<file path="src/rtl/alu_issue_ctrl.sv">
// Issue controller for the datapath ALU: accepts one MIPS instruction, decodes it,
// registers the ALU operands, captures the result and hands it on to writeback.
module alu_issue_ctrl (
  input  logic        clk,
  input  logic        reset,
  input  logic        in_valid,
  output logic        in_ready,
  input  logic [31:0] instr,
  input  logic [31:0] rs_val,
  input  logic [31:0] rt_val,
  output logic [31:0] alu_a,
  output logic [31:0] alu_b,
  output logic [2:0]  alu_op,
  input  logic [31:0] alu_c,
  output logic        out_valid,
  input  logic        out_ready,
  output logic [31:0] out_result,
  output logic [4:0]  out_rd,
  output logic        out_illegal,
  output logic [15:0] retired
);

  localparam logic [1:0] IDLE = 2'd0;
  localparam logic [1:0] EXEC = 2'd1;
  localparam logic [1:0] DONE = 2'd2;

  localparam logic [2:0] OpAdd = 3'd0;
  localparam logic [2:0] OpSub = 3'd1;
  localparam logic [2:0] OpAnd = 3'd2;
  localparam logic [2:0] OpOr  = 3'd3;
  localparam logic [2:0] OpSrl = 3'd4;
  localparam logic [2:0] OpSra = 3'd5;
  localparam logic [2:0] OpNop = 3'd6;

  logic [1:0]  state_q, state_d;
  logic [31:0] alu_a_q, alu_b_q, result_q;
  logic [2:0]  alu_op_q;
  logic [4:0]  rd_q;
  logic        illegal_q, valid_q;
  logic [15:0] retired_q;

  logic [31:0] dec_a, dec_b;
  logic [2:0]  dec_op;
  logic [4:0]  dec_rd;
  logic        dec_illegal;

  logic [5:0]  opcode, funct;
  logic [4:0]  shamt, rt_field, rd_field;
  logic [15:0] imm;

  // The rs field is not decoded: its value arrives already fetched on rs_val.
  logic unused_rs_field;
  assign unused_rs_field = ^instr[25:21];

  assign opcode   = instr[31:26];
  assign funct    = instr[5:0];
  assign shamt    = instr[10:6];
  assign rd_field = instr[15:11];
  assign rt_field = instr[20:16];
  assign imm      = instr[15:0];

  always_comb begin
    dec_a       = 32'd0;
    dec_b       = 32'd0;
    dec_op      = OpNop;
    dec_rd      = 5'd0;
    dec_illegal = 1'b1;
    unique case (opcode)
      6'b000000: begin
        unique case (funct)
          6'b100001, 6'b100011, 6'b100100, 6'b100101: begin
            dec_a       = rs_val;
            dec_b       = rt_val;
            dec_rd      = rd_field;
            dec_illegal = 1'b0;
            unique case (funct)
              6'b100001: dec_op = OpAdd;
              6'b100011: dec_op = OpSub;
              6'b100100: dec_op = OpAnd;
              default:   dec_op = OpOr;
            endcase
          end
          6'b000010, 6'b000011, 6'b000110, 6'b000111: begin
            dec_a       = rt_val;
            // funct[2] selects the variable-shift forms that take the amount from rs.
            dec_b       = funct[2] ? {27'd0, rs_val[4:0]} : {27'd0, shamt};
            dec_op      = funct[0] ? OpSra : OpSrl;
            dec_rd      = rd_field;
            dec_illegal = 1'b0;
          end
          default: ;
        endcase
      end
      6'b001001: begin
        dec_a       = rs_val;
        dec_b       = {{16{imm[15]}}, imm};
        dec_op      = OpAdd;
        dec_rd      = rt_field;
        dec_illegal = 1'b0;
      end
      6'b001100, 6'b001101: begin
        dec_a       = rs_val;
        dec_b       = {16'd0, imm};
        dec_op      = opcode[0] ? OpOr : OpAnd;
        dec_rd      = rt_field;
        dec_illegal = 1'b0;
      end
      default: ;
    endcase
  end

  always_comb begin
    state_d = state_q;
    case (state_q)
      IDLE:    if (in_valid) state_d = EXEC;
      EXEC:    state_d = DONE;
      DONE:    if (out_ready) state_d = IDLE;
      default: state_d = IDLE;
    endcase
  end

  always_ff @(posedge clk) begin
    if (reset) begin
      state_q   <= IDLE;
      alu_a_q   <= 32'd0;
      alu_b_q   <= 32'd0;
      alu_op_q  <= 3'd0;
      rd_q      <= 5'd0;
      illegal_q <= 1'b0;
      result_q  <= 32'd0;
      valid_q   <= 1'b0;
      retired_q <= 16'd0;
    end else begin
      state_q <= state_d;
      case (state_q)
        IDLE: begin
          if (in_valid) begin
            alu_a_q   <= dec_a;
            alu_b_q   <= dec_b;
            alu_op_q  <= dec_op;
            rd_q      <= dec_rd;
            illegal_q <= dec_illegal;
          end
        end
        EXEC: begin
          result_q <= illegal_q ? 32'd0 : alu_c;
          valid_q  <= 1'b1;
        end
        DONE: begin
          if (out_ready) begin
            valid_q   <= 1'b0;
            retired_q <= retired_q + 16'd1;
          end
        end
        default: valid_q <= 1'b0;
      endcase
    end
  end

  assign in_ready    = (state_q == IDLE);
  assign alu_a       = alu_a_q;
  assign alu_b       = alu_b_q;
  assign alu_op      = alu_op_q;
  assign out_valid   = valid_q;
  assign out_result  = result_q;
  assign out_rd      = rd_q;
  assign out_illegal = illegal_q;
  assign retired     = retired_q;

endmodule

</file>
<file path="config.mk">
export PLATFORM = sky130hd
export DESIGN_NAME = alu_issue_ctrl
export DESIGN_NICKNAME = d
export VERILOG_FILES = /design/src/rtl/alu_issue_ctrl.sv
export SDC_FILE = /design/constraint.sdc
export NUM_CORES = 1
export LEC_CHECK = 0
export CAP_MARGIN = 20
export CORE_ASPECT_RATIO = 1.1
export CORE_MARGIN = 5
export CORE_UTILIZATION = 38
export DETAILED_ROUTE_END_ITERATION = 10
export PLACE_DENSITY_LB_ADDON = 0.05
export SETUP_SLACK_MARGIN = 0.05
export SKIP_LAST_GASP = 1
export SLEW_MARGIN = 25
export SYNTH_ARGS = -nofsm -noshare
export SYNTH_HDL_FRONTEND = slang
export SYNTH_SLANG_ARGS = --single-unit
</file>
<file path="constraint.sdc">
create_clock -name clk -period 1.9 [get_ports clk]
set_input_delay 0.38 -clock clk [delete_from_list [all_inputs] [get_ports clk]]
set_output_delay 0.38 -clock clk [all_outputs]
set_load 0.01 [all_outputs]
</file>
Yosys cells after proc, flatten, opt, wreduce, memory -nomap -nowiden
Cells that the tools add are included.
{ "word_totals": {"register_bits": 124, "input_bits": 132, "out_inout_bits": 123, "wordCells": 57} }
{ "classes": {"n_addsub": 1, "eq_ne": 15, "muxes": 20, "bitwise": 1, "reduce_logical": 11} }
{ "op_table": {"columns": ["operator", "n"], "rows": [
  ["$pmux W32 S2", 3],
  ["$pmux W32 S3", 1],
  ["$mux W32", 1],
  ["$eq A6 B6 Y1 const B", 4],
  ["$eq A6 B4 Y1 const B", 3],
  ["$add A16 B1 Y16 const B", 1],
  ["$eq A6 B2 Y1 const B", 2],
  ["$eq A6 B3 Y1 const B", 2],
  ["$pmux W2 S3", 2],
  ["$mux W5", 2],
  ["$pmux W5 S2", 1],
  ["$pmux W3 S3", 1],
  ["$reduce_and A2 Y1", 4],
  ["$reduce_or A4 Y1", 2],
  ["$reduce_or A8 Y1", 1],
  ["$logic_not A6 Y1", 1],
  ["$pmux W3 S2", 1],
  ["$mux W1", 4],
  ["$mux W2", 2],
  ["$ne A2 B2 Y1 const B", 2],
  ["$pmux W1 S3", 1],
  ["$reduce_or A3 Y1", 1],
  ["$eq A2 B1 Y1 const B", 1],
  ["$eq A2 B2 Y1 const B", 1],
  ["4 further kinds", 4]
]} }

Longest topological paths before layout
Gate-level depths: netlist (run 1).
{ "logic_depth": {"depth_word": 4, "ltp_mapped": 7, "depth_no_buf": 5} }

Worst setup path before layout (run 1)
Ideal clock, no wire load.
{ "synth_timing": {"path_kind": "input -> register", "start": "input port instr[27]", "end": "register alu_a_q[3], in the netlist alu_a[3]", "setup_ns": 0.074, "arrival_time_ns": 1.934, "required_ns": 1.826, "slack_ns": -0.108, "path_stages": 7, "path_buffers": 2, "path_cell_list": "or3_1 > buf_2 > or3_4 > o22ai_4 > buf_6 > a221oi_2 > nor3_2"} }
{ "synth_between": {"elab_chain_cells": 3, "elab_cells_between_ends": 6, "cone_classes": "3 x eq/ne; 1 x mux; 2 x reduce/logical"} }
{ "synth_lines": {"columns": ["item", "line", "text"], "rows": [
  ["from (decl)", "8", "input logic [31:0] instr,"],
  ["$eq A6 B4 Y1", "68", "unique case (opcode)"],
  ["$reduce_or A3 Y1 (no line)", null, null],
  ["$pmux W32 S2 (*)", "68", null],
  ["to (signal assigned)", "125", "alu_a_q <= 32'd0;"],
  ["to (signal assigned)", "138", "alu_a_q <= dec_a;"],
  ["to (decl)", "36", "logic [31:0] alu_a_q, alu_b_q, result_q;"]
]} }
Mark *: on every way between the ends. The rest lies on a longest branch, timed or not.
A chain may end at the register's enable or synchronous reset.

Worst setup path after layout (run 1)
{ "layout_timing": {"start": "input port instr[30]", "end": "register alu_op_q[2], in the netlist alu_op[2]"} }
{ "layout_between": {"elab_chain_cells": 3, "elab_cells_between_ends": 6, "cone_classes": "3 x eq/ne; 1 x mux; 2 x reduce/logical"} }
{ "layout_lines": {"columns": ["item", "line", "text"], "rows": [
  ["$eq A6 B4 Y1", "68", null],
  ["$reduce_or A2 Y1", "68", null],
  ["$pmux W3 S3 (*)", "68", null],
  ["to (signal assigned)", "140", "alu_op_q <= dec_op;"],
  ["to (decl)", "37", "logic [2:0] alu_op_q;"]
]} }
Marked as above.

==> results.py, run 1 <==
metrics = {
    "synth": {
        "netlist_area_sq_um": 5490,
        "synth_fa_ha_area_share_pct": 0.2279,
        "netlist.area_leader.share_pct": 45.21,
        "yosys_warnings": 0,
        "async_flop_share_pct": 0,
        "synth_top_family_by_area": "simple AND/OR/NAND/NOR gates",
        "synth_commonest_cells": "dfxtp_1 (124), nor2_1 (109), a21oi_1 (58), nand2_1 (34)",
        "synth.distinct_cells": 47,
        "syn_inst": 597,
        "synth_compound_area_share_pct": 21.35,
        "synth_top_cell_by_area": "dfxtp_1",
        "synth-simple-area-share_pct": 25.57,
        "synth_nets": 730,
        "synth_most_common_cell": "dfxtp_1",
        "yosysSeqAreaShare_pct": 45.21,
        "synth_xor_area_share_pct": 2.074,
        "synth_mux_area_share_pct": 1.003,
        "syn_area_per_cell_sq_um": 9.196,
        "ys_seq_elements": 124,
        "synth_top_flop_cell": "dfxtp_1",
        "ys_top_cells_by_area": "dfxtp_1 (45%), a221oi_2 (7.9%), nor2_1 (7.5%), a21oi_1 (5.3%), nor3_2 (5.3%)",
        "synth_enable_flop_cells": 0,
    },
    "cts": {
        "path_clk_slew_ns": 0.06,
        "numCtsBuffers": 17,
        "cts_buffer_depth": 2,
        "h-tree-depth": 4,
        "clock_latency_ns": 0.41,
        "cts-root-buf": "clkbuf_16",
        "tritoncts": "done",
        "ctsHoldBuffers": 0,
        "clkSinkCount": 124,
    },
    "setup_path": {
        "cp_common_cell": "or3_4",
        "crit_chain": "dlygate4sd2_1 > or3_4 > or3_4 > o22ai_4 > buf_12 > clkbuf_4 > o21a_1 > nor2_1",
        "cp-start-kind": "input port",
        "crit_required_ns": 2.19,
        "crit_family": "simple AND/OR/NAND/NOR gates",
        "worstSetupEndpointType": "flop",
        "critical_path_class": "in -> reg",
        "critical-path-max-stage-delay_ns": 0.40,
        "worst-path-buf-inv": 3,
        "crit_arrival_ns": 2.08,
        "worst_path_max_delay_cell": "or3_4",
        "critPathMaxFanout": 5,
    },
    "flow_run": {
        "drv_cap": 0,
    },
    "power_and_ir_drop": {
        "p_sw_share_pct": 24.47,
        "pwr-share-clk_pct": 44.3,
        "power.switching_mw": 1.800,
        "internal_power_mw": 5.558,
        "power.total_mw": 7.358,
        "ir_drop_uv": 438.0,
        "p_leak_nw": 3.446,
        "power.share.sequential_pct": 38.1,
        "p_per_area_nw_per_um2": 789.3,
        "combPwrFrac_pct": 17.6,
    },
    "grt": {
        "antenna_found_initial": 0,
        "grt_pass1_vias": 5557,
        "grt_usage_pct": 21.44,
        "grt_max_degree": 87,
        "overflow": 0,
        "grt_pass1_wl_mm": 29.13,
    },
    "sta": {
        "skew_ns": 0.007048,
        "min_period_ns": 1.794,
        "drv_slew": 0,
        "setup_ws_ns": 0.1056,
        "timing.fmax_mhz": 557.3,
        "relSlewSlack_pct": 31.35,
        "hold_viol": 0,
        "min_period_over_period_pct": 94.44,
        "tightest_slew_ns": 1.030,
        "rsz0062_at_grt": "no",
        "setup-tns-final_ns": 0,
        "setup_violations": 0,
    },
    "placed_design": {
        "numPortBuffers": 249,
        "dp_hpwl_mm": 13.50,
        "dp_cells": 1039,
        "routabilityCongestion": 0.8653,
        "place_ws_ns": -0.5451,
    },
    "die": {
        "io_pins": 255,
        "die_w_um": 124.6,
        "dieArea_sq_um": 16950,
        "rows": 46,
        "initial_core_util_pct": 38.31,
        "coreArea_sq_um": 14330,
        "dieHeight_um": 136.1,
    },
    "final_layout": {
        "areaGrowthSynthToFinish_pct": 69.80,
        "diodes": 0,
        "n_fill_cell": 1148,
        "multiInputGateArea_sq_um": 2875,
        "fin_nets": 1005,
        "drive_above_1_share_pct": 20.45,
        "fin_cells": 1077,
        "seq_area_sq_um": 2482,
    },
    "min_path": {
        "hp-class": "in -> reg",
    },
    "detailed_routing": {
        "drtAntennaViolNets": 0,
        "first_pass_iters": 4,
        "drt-initial-drc-count": 275,
        "via_count": 5490,
        "wl_per_cell_um": 17.15,
        "routed_via_density": 5.097,
        "drcViolationCount": 0,
        "wl_mm": 18.47,
    },
    "run_status": {
        "outcome": "completed",
    },
}
power groups by stage:
stage	combinational (mW)	sequential [mW]	clock, mW
6_report	1.30	2.80	3.26
5_1_grt	1.40	2.82	3.44
4_1_cts	1.31	2.80	3.34
3_5_place_dp	1.28	2.86	0
3_3_place_gp	1.26	2.85	0
2_1_floorplan	0.490	2.91	0
cell families (layout without fill, tap and decap cells):
group | after synthesis | after routing
XOR/XNOR | 13 | 13
AND/OR/NAND/NOR | 256 | 256
flip-flops | 124 | 124
adder cells (fa/ha/maj) | 1 | 1
buffers and inverters | 52 | 340
AO/OA/AOI/OAI | 146 | 146
multiplexers | 5 | 5
routing by layer:
layer	global-route usage, %	vias to the layer above	share of wire, %
li1	-	2700	-
met1	24.34	2533	40
met2	36.51	224	49
met3	8.841	33	8.9
met4	7.613	0	2.2
met5	0	-	0
worst min-delay path: cells and delay by family:
family | cells | cell delay [ns]
AOI/OAI and AO/OA | 1 | 0.06
buffers and inverters | 1 | 0.11
and+or+nand+nor | 2 | 0.25
layout by cell type (no fill, tap or decap), types with 3 or more instances in the layout:
cell type and n:
buf_4 41, a221oi_1 11, clkdlybuf4s15_1 3, bufinv_16 3, a22oi_2 4, nor3_2 29
o21ai_0 21, xor2_1 11, clkdlybuf4s50_1 238, mux2_2 4, nor2_1 107, or3_1 3
dlygate4sd2_1 6, buf_12 13, nand3_1 4, a21oi_1 58, a211oi_2 4, nor3b_1 32
nor3_1 22, a221oi_2 36, nand2_1 33, clkinvlp_4 5, or3_4 3, clkbuf_16 17
clkinv_2 3, dfxtp_1 124
repair_timing:
action | CTS | global route
gates resized for setup | 21 | 4
buffers inserted | 4 | 0
cloned | 4 | 0
pin swaps | 25 | 6
setup endpoints to repair | 60 | 26
cell type report:
| class | instances | share of cell area [%] |
|---|---|---|
| clock buffer | 21 | 4.939 |
| clock inverter | 11 | 1.530 |
| inverter | 1 | 0.04026 |
| multi-input combinational | 421 | 30.84 |
| sequential | 124 | 26.63 |
| tap | 192 | 2.577 |
| timing repair buffer | 307 | 33.45 |
path summary, 6_finish.rpt:
check	startpoint	endpoint	slack, ns	cells after the start
min reg2reg	alu_b[21]$_SDFFE_PP0P_	alu_b[21]$_SDFFE_PP0P_	0.45	2
max	instr[30]	alu_op[2]$_SDFFE_PP0P_	0.11	8
min	reset	alu_b[18]$_SDFFE_PP0P_	0.45	4
max reg2reg	state_q[1]$_SDFFE_PP0P_	alu_b[0]$_SDFFE_PP0P_	0.18	6
flip-flops by register name (all words and copies together), names as in the netlist:
| register | count |
|---|---|
| out_valid | 1 |
| out_rd | 5 |
| state_q | 2 |
| out_result | 32 |
| alu_b | 32 |
| alu_a | 32 |
| out_illegal | 1 |
| alu_op | 3 |
| retired | 16 |
stage by stage:
step	util [%]	hold slack, ns	area [sq um]
6_report	65.05	0.4450	9323
2_1_floorplan	-	0.4701	5583
5_1_grt	65.05	0.4632	9323
3_3_place_gp	59.92	0.4347	8587
3_5_place_dp	59.94	0.4414	8589
4_1_cts	65.31	0.4252	9360
Note: power is estimated with default switching activity, not from simulation.
==> run 2: changes to the inputs <==
--- a/config.mk
+++ b/config.mk
@@ -17,3 +17,4 @@
 export SYNTH_ARGS = -nofsm -noshare
 export SYNTH_HDL_FRONTEND = slang
 export SYNTH_SLANG_ARGS = --single-unit
+export TNS_END_PERCENT = 50
==> results.py, run 2 (same netlist as run 1, synthesis figures left out) <==
metrics = {
    "grt": {
        "grt_max_degree": 65,
        "grt_pass1_vias": 5881,
        "overflow": 0,
        "grt_usage_pct": 22.01,
        "antenna_found_initial": 0,
        "grt_pass1_wl_mm": 30.02,
    },
    "sta": {
        "tightest_slew_ns": 0.3698,
        "hold_viol": 0,
        "setup_violations": 0,
        "timing.fmax_mhz": 563.9,
        "setup-tns-final_ns": 0,
        "min_period_over_period_pct": 93.34,
        "skew_ns": 0.005580,
        "holdWs_ns": 0.2348,
        "rsz0062_at_grt": "yes",
        "min_period_ns": 1.773,
        "relSlewSlack_pct": 75.35,
        "drv_slew": 0,
    },
    "detailed_routing": {
        "drcViolationCount": 0,
        "drtAntennaViolNets": 0,
        "via_count": 5603,
        "routed_via_density": 5.169,
        "drt-initial-drc-count": 242,
        "wl_mm": 18.76,
        "wl_per_cell_um": 17.31,
        "first_pass_iters": 4,
    },
    "min_path": {
        "hp-class": "in -> reg",
    },
    "placed_design": {
        "routabilityCongestion": 0.9218,
        "numPortBuffers": 249,
        "dp_hpwl_mm": 13.95,
        "place_area_sq_um": 8543,
    },
    "setup_path": {
        "critPathMaxFanout": 6,
        "cp-start-kind": "flop",
        "worstSetupEndpointType": "output pin",
        "worst-path-buf-inv": 1,
        "crit_chain": "clkdlybuf4s50_1",
        "crit_family": "buffers and inverters",
        "crit_required_ns": 1.52,
        "worst_path_max_delay_cell": "clkdlybuf4s50_1",
        "critical_path_class": "reg -> out",
        "crit_arrival_ns": 1.39,
        "critical-path-max-stage-delay_ns": 0.57,
    },
    "cts": {
        "clock_latency_ns": 0.41,
        "tritoncts": "done",
        "path_clk_slew_ns": 0.06,
        "cts_buffer_depth": 2,
        "numCtsBuffers": 17,
        "cts-root-buf": "clkbuf_16",
        "clkSinkCount": 124,
        "h-tree-depth": 4,
    },
    "die": {
        "initial_core_util_pct": 38.31,
        "coreArea_sq_um": 14330,
        "io_pins": 255,
        "die_w_um": 124.6,
        "rows": 46,
        "dieArea_sq_um": 16950,
        "dieHeight_um": 136.1,
    },
    "final_layout": {
        "areaGrowthSynthToFinish_pct": 71.15,
        "final_cell_area_sq_um": 9397,
        "fin_nets": 1012,
        "final_common_cell": "clkdlybuf4s50_1",
        "final_cell_mix": "clkdlybuf4s50_1 (238), dfxtp_1 (124), nor2_1 (109)",
        "drive_above_1_share_pct": 20.07,
        "final_util_pct": 65.57,
        "n_fill_cell": 1182,
        "diodes": 0,
    },
    "power_and_ir_drop": {
        "power.total_mw": 7.797,
        "ir_drop_uv": 446.9,
        "p_leak_nw": 3.517,
        "p_per_area_nw_per_um2": 829.8,
    },
    "flow_run": {
        "drv_cap": 0,
    },
    "run_status": {
        "outcome": "completed",
    },
}
==> run 2: cell count changes in the layout (fill, tap and decap cells not counted), moves of 3 or more <==
cell	before	now
buf_12	13	10
clkinvlp_4	5	2
dlygate4sd2_1	6	1
buf_4	41	48
dlymetal6s2s_1	1	4
buf_6	2	5
a221oi_2	36	27
bufinv_16	3	6
a221oi_1	11	20
clkbuf_2	0	3
==> run 2: path summary, 6_finish.rpt <==
check | from | to | slack, ns | cells after the start
worst max register to register | state_q[0]$_SDFFE_PP0P_ | retired[14]$_SDFFE_PP0P_ | 0.39 | 5
worst min-delay path | reset | state_q[0]$_SDFFE_PP0P_ | 0.23 | 2
worst max-delay path | retired[3]$_SDFFE_PP0P_ | retired[3] | 0.13 | 1
worst min register to register | alu_b[16]$_SDFFE_PP0P_ | alu_b[16]$_SDFFE_PP0P_ | 0.45 | 2
==> run 2: per-layer routing <==
metal,GRT usage (%),vias to the layer above,share of wire (%)
met5,0,-,0
met3,8.644,49,9.4
met1,24.64,2612,40
met4,11.14,0,3.7
met2,36.57,235,47
li1,-,2707,-
==> run 2: timing repair <==
item                                    CTS  global route
gates cloned                              3             0
pin swaps                                23            10
buffers inserted                          4             1
gates resized for setup                  17            14
endpoints found under the setup margin   73            56
hold buffers                              0             0
==> run 2: cell type report <==
| type | count | area (sq um) | area share, % |
|---|---|---|---|
| inverters | 1 | 3.754 | 0.03995 |
| clock buffers | 22 | 474.2 | 5.047 |
| well taps | 192 | 240.2 | 2.557 |
| clock inverters | 10 | 209.0 | 2.224 |
| multi-input cells | 421 | 2811 | 29.92 |
| flip-flops and latches | 124 | 2482 | 26.42 |
| repair buffers | 314 | 3176 | 33.79 |
==> run 2: power breakdown <==
group | internal (mW) | switching, mW
Combinational | 0.702 | 0.583
Sequential | 2.73 | 0.0722
Clock | 2.57 | 1.14
==> run 2: stage by stage <==
| step | worst slack (ns) | instances |
|---|---|---|
| after floorplan | -0.07342 | 597 |
| after global placement | -0.5468 | 1044 |
| after detailed placement | -0.6030 | 1044 |
| after CTS | -0.001645 | 1083 |
| after global routing | 0.03954 | 1084 |
| final | 0.1266 | 1084 |
==> run 3: changes to the inputs <==
--- a/config.mk
+++ b/config.mk
@@ -9,6 +9,7 @@
 export CORE_ASPECT_RATIO = 1.1
 export CORE_MARGIN = 5
 export CORE_UTILIZATION = 38
+export CTS_CLUSTER_SIZE = 10
 export DETAILED_ROUTE_END_ITERATION = 10
 export PLACE_DENSITY_LB_ADDON = 0.05
 export SETUP_SLACK_MARGIN = 0.05
==> constraint.sdc (replaced) <==
create_clock -name clk -period 1.9 [get_ports clk]
set_input_delay 0.57 -clock clk [delete_from_list [all_inputs] [get_ports clk]]
set_output_delay 0.57 -clock clk [all_outputs]
set_load 0.01 [all_outputs]
==> results.py, run 3 (same netlist as run 1, synthesis figures left out) <==
metrics = {
    "power_and_ir_drop": {
        "power.total_mw": 7.377,
        "p_per_area_nw_per_um2": 776.0,
        "p_leak_nw": 4.040,
        "ir_drop_uv": 600.4,
    },
    "detailed_routing": {
        "drcViolationCount": 0,
        "first_pass_iters": 4,
        "via_count": 5594,
        "drtAntennaViolNets": 0,
        "routed_via_density": 5.161,
        "wl_mm": 19.25,
        "drt-initial-drc-count": 302,
        "wl_per_cell_um": 17.76,
    },
    "setup_path": {
        "critPathMaxFanout": 8,
        "regToRegEndpoint": "alu_b[2]$_SDFFE_PP0P_",
        "endpoint": "alu_b[23]$_SDFFE_PP0P_",
        "worstSetupEndpointType": "flop",
        "critical_path_class": "in -> reg",
        "critPathLaunch": "instr[28]",
        "crit_arrival_ns": 2.27,
        "crit_required_ns": 2.23,
        "worstReg2RegStart": "state_q[1]$_SDFFE_PP0P_",
        "r2r_cells": 6,
        "reg2reg_setup_slack_ns": 0.26,
        "cp-start-kind": "input port",
    },
    "final_layout": {
        "final_cell_area_sq_um": 9505,
        "final_common_cell": "clkdlybuf4s50_1",
        "n_fill_cell": 1174,
        "fin_cells": 1084,
        "multiInputGateArea_sq_um": 2915,
        "drive_above_1_share_pct": 22.83,
        "final_util_pct": 66.33,
        "areaGrowthSynthToFinish_pct": 73.13,
        "fin_nets": 1009,
        "seq_area_sq_um": 2484,
        "final_cell_mix": "clkdlybuf4s50_1 (184), dfxtp_1 (123), nor2_1 (108)",
    },
    "grt": {
        "grt_max_degree": 84,
        "grt_pass1_vias": 5818,
        "grt_usage_pct": 21.61,
        "grt_pass1_wl_mm": 29.68,
        "antenna_found_initial": 5,
        "overflow": 0,
    },
    "placed_design": {
        "dp_hpwl_mm": 13.55,
        "routabilityCongestion": 0.8774,
        "place_area_sq_um": 8492,
        "place_ws_ns": -0.7235,
        "dp_cells": 1033,
        "numPortBuffers": 249,
    },
    "run_status": {
        "violations": "negative setup slack",
        "outcome": "finished with violations",
    },
    "sta": {
        "hold_viol": 0,
        "holdWs_ns": 0.4468,
        "setup_violations": 12,
        "relSlewSlack_pct": 46.92,
        "min_period_ns": 1.939,
        "skew_ns": 0.006470,
        "setup_ws_ns": -0.03918,
        "rsz0062_at_grt": "yes",
        "setup-tns-final_ns": -0.1394,
        "drv_slew": 0,
        "tightest_slew_ns": 0.7953,
        "timing.fmax_mhz": 515.7,
        "min_period_over_period_pct": 102.1,
    },
    "die": {
        "initial_core_util_pct": 38.31,
        "die_w_um": 124.6,
        "dieHeight_um": 136.1,
        "dieArea_sq_um": 16950,
        "coreArea_sq_um": 14330,
        "rows": 46,
        "io_pins": 255,
    },
    "cts": {
        "cts_buffer_depth": 2,
        "clock_latency_ns": 0.41,
        "path_clk_slew_ns": 0.06,
        "clkSinkCount": 124,
        "numCtsBuffers": 17,
        "h-tree-depth": 4,
        "tritoncts": "done",
        "ctsHoldBuffers": 0,
        "cts-root-buf": "clkbuf_16",
    },
    "min_path": {
        "hp-class": "reg -> reg",
    },
    "flow_run": {
        "drv_cap": 0,
    },
}
==> run 3: cell types whose count changed in the layout (fill, tap and decap cells not counted), sizes merged <==
cell,previous run,this run
clkbuf,25,27
inv,2,1
clkinv,1,3
clkinvlp,2,5
clkdlybuf4s50,238,184
diode,0,3
buf,66,63
dlymetal6s2s,4,27
bufinv,6,3
clkdlybuf4s15,2,0
dlygate4sd2,1,31
==> run 3: routing by layer <==
metal  vias to the layer above  global-route usage, %  part of all wire, %
li1                       2722                      -                    -
met1                      2627                  24.38                   40
met2                       206                  37.98                   50
met3                        35                  6.758                  7.4
met4                         4                  9.013                  2.5
met5                         -                      0                0.099
==> run 3: worst min path at each step <==
| stage | startpoint | end | slack [ns] | depth (start not counted) |
|---|---|---|---|---|
| 4_1_cts | alu_b[16]$_SDFFE_PP0P_ | alu_b[16]$_SDFFE_PP0P_ | 0.46 | 2 |
| 3_5_place_dp | alu_op[0]$_SDFFE_PP0P_ | alu_op[0]$_SDFFE_PP0P_ | 0.44 | 2 |
| 2_1_floorplan | state_q[1]$_SDFFE_PP0P_ | state_q[1]$_SDFFE_PP0P_ | 0.47 | 2 |
| 3_3_place_gp | alu_b[16]$_SDFFE_PP0P_ | alu_b[16]$_SDFFE_PP0P_ | 0.44 | 2 |
| 6_report | alu_b[16]$_SDFFE_PP0P_ | alu_b[16]$_SDFFE_PP0P_ | 0.45 | 2 |
| 5_1_grt | alu_b[16]$_SDFFE_PP0P_ | alu_b[16]$_SDFFE_PP0P_ | 0.47 | 2 |
==> run 3: power by group <==
group	total (mW)	leakage [nW]	switching (mW)	internal, mW
Sequential	2.80	1.01	0.0700	2.73
Clock	3.29	0.281	1.17	2.12
Combinational	1.28	2.75	0.599	0.685
==> run 3: final cells by class <==
cell class	count	area share, %
diodes	3	0.07898
clock buffers	21	4.844
clock inverters	11	1.501
inverters	1	0.03949
multi-input cells	421	30.67
flip-flops and latches	124	26.13
well taps	192	2.527
repair buffers	311	34.21
==> run 3: worst max-delay path: stages <==
cell,delay [ns]
buf_6,0.09
or3_4,0.38
or3_4,0.43
buf_6,0.14
nor2_4,0.16
buf_6,0.14
buf_12,0.13
a21oi_2,0.05
o21ai_1,0.17
==> run 3: timing repair <==
item,CTS,global route
gates resized for setup,73,72
cloned,3,3
setup buffers,12,2
pin swaps,23,62
setup endpoints to repair,195,173
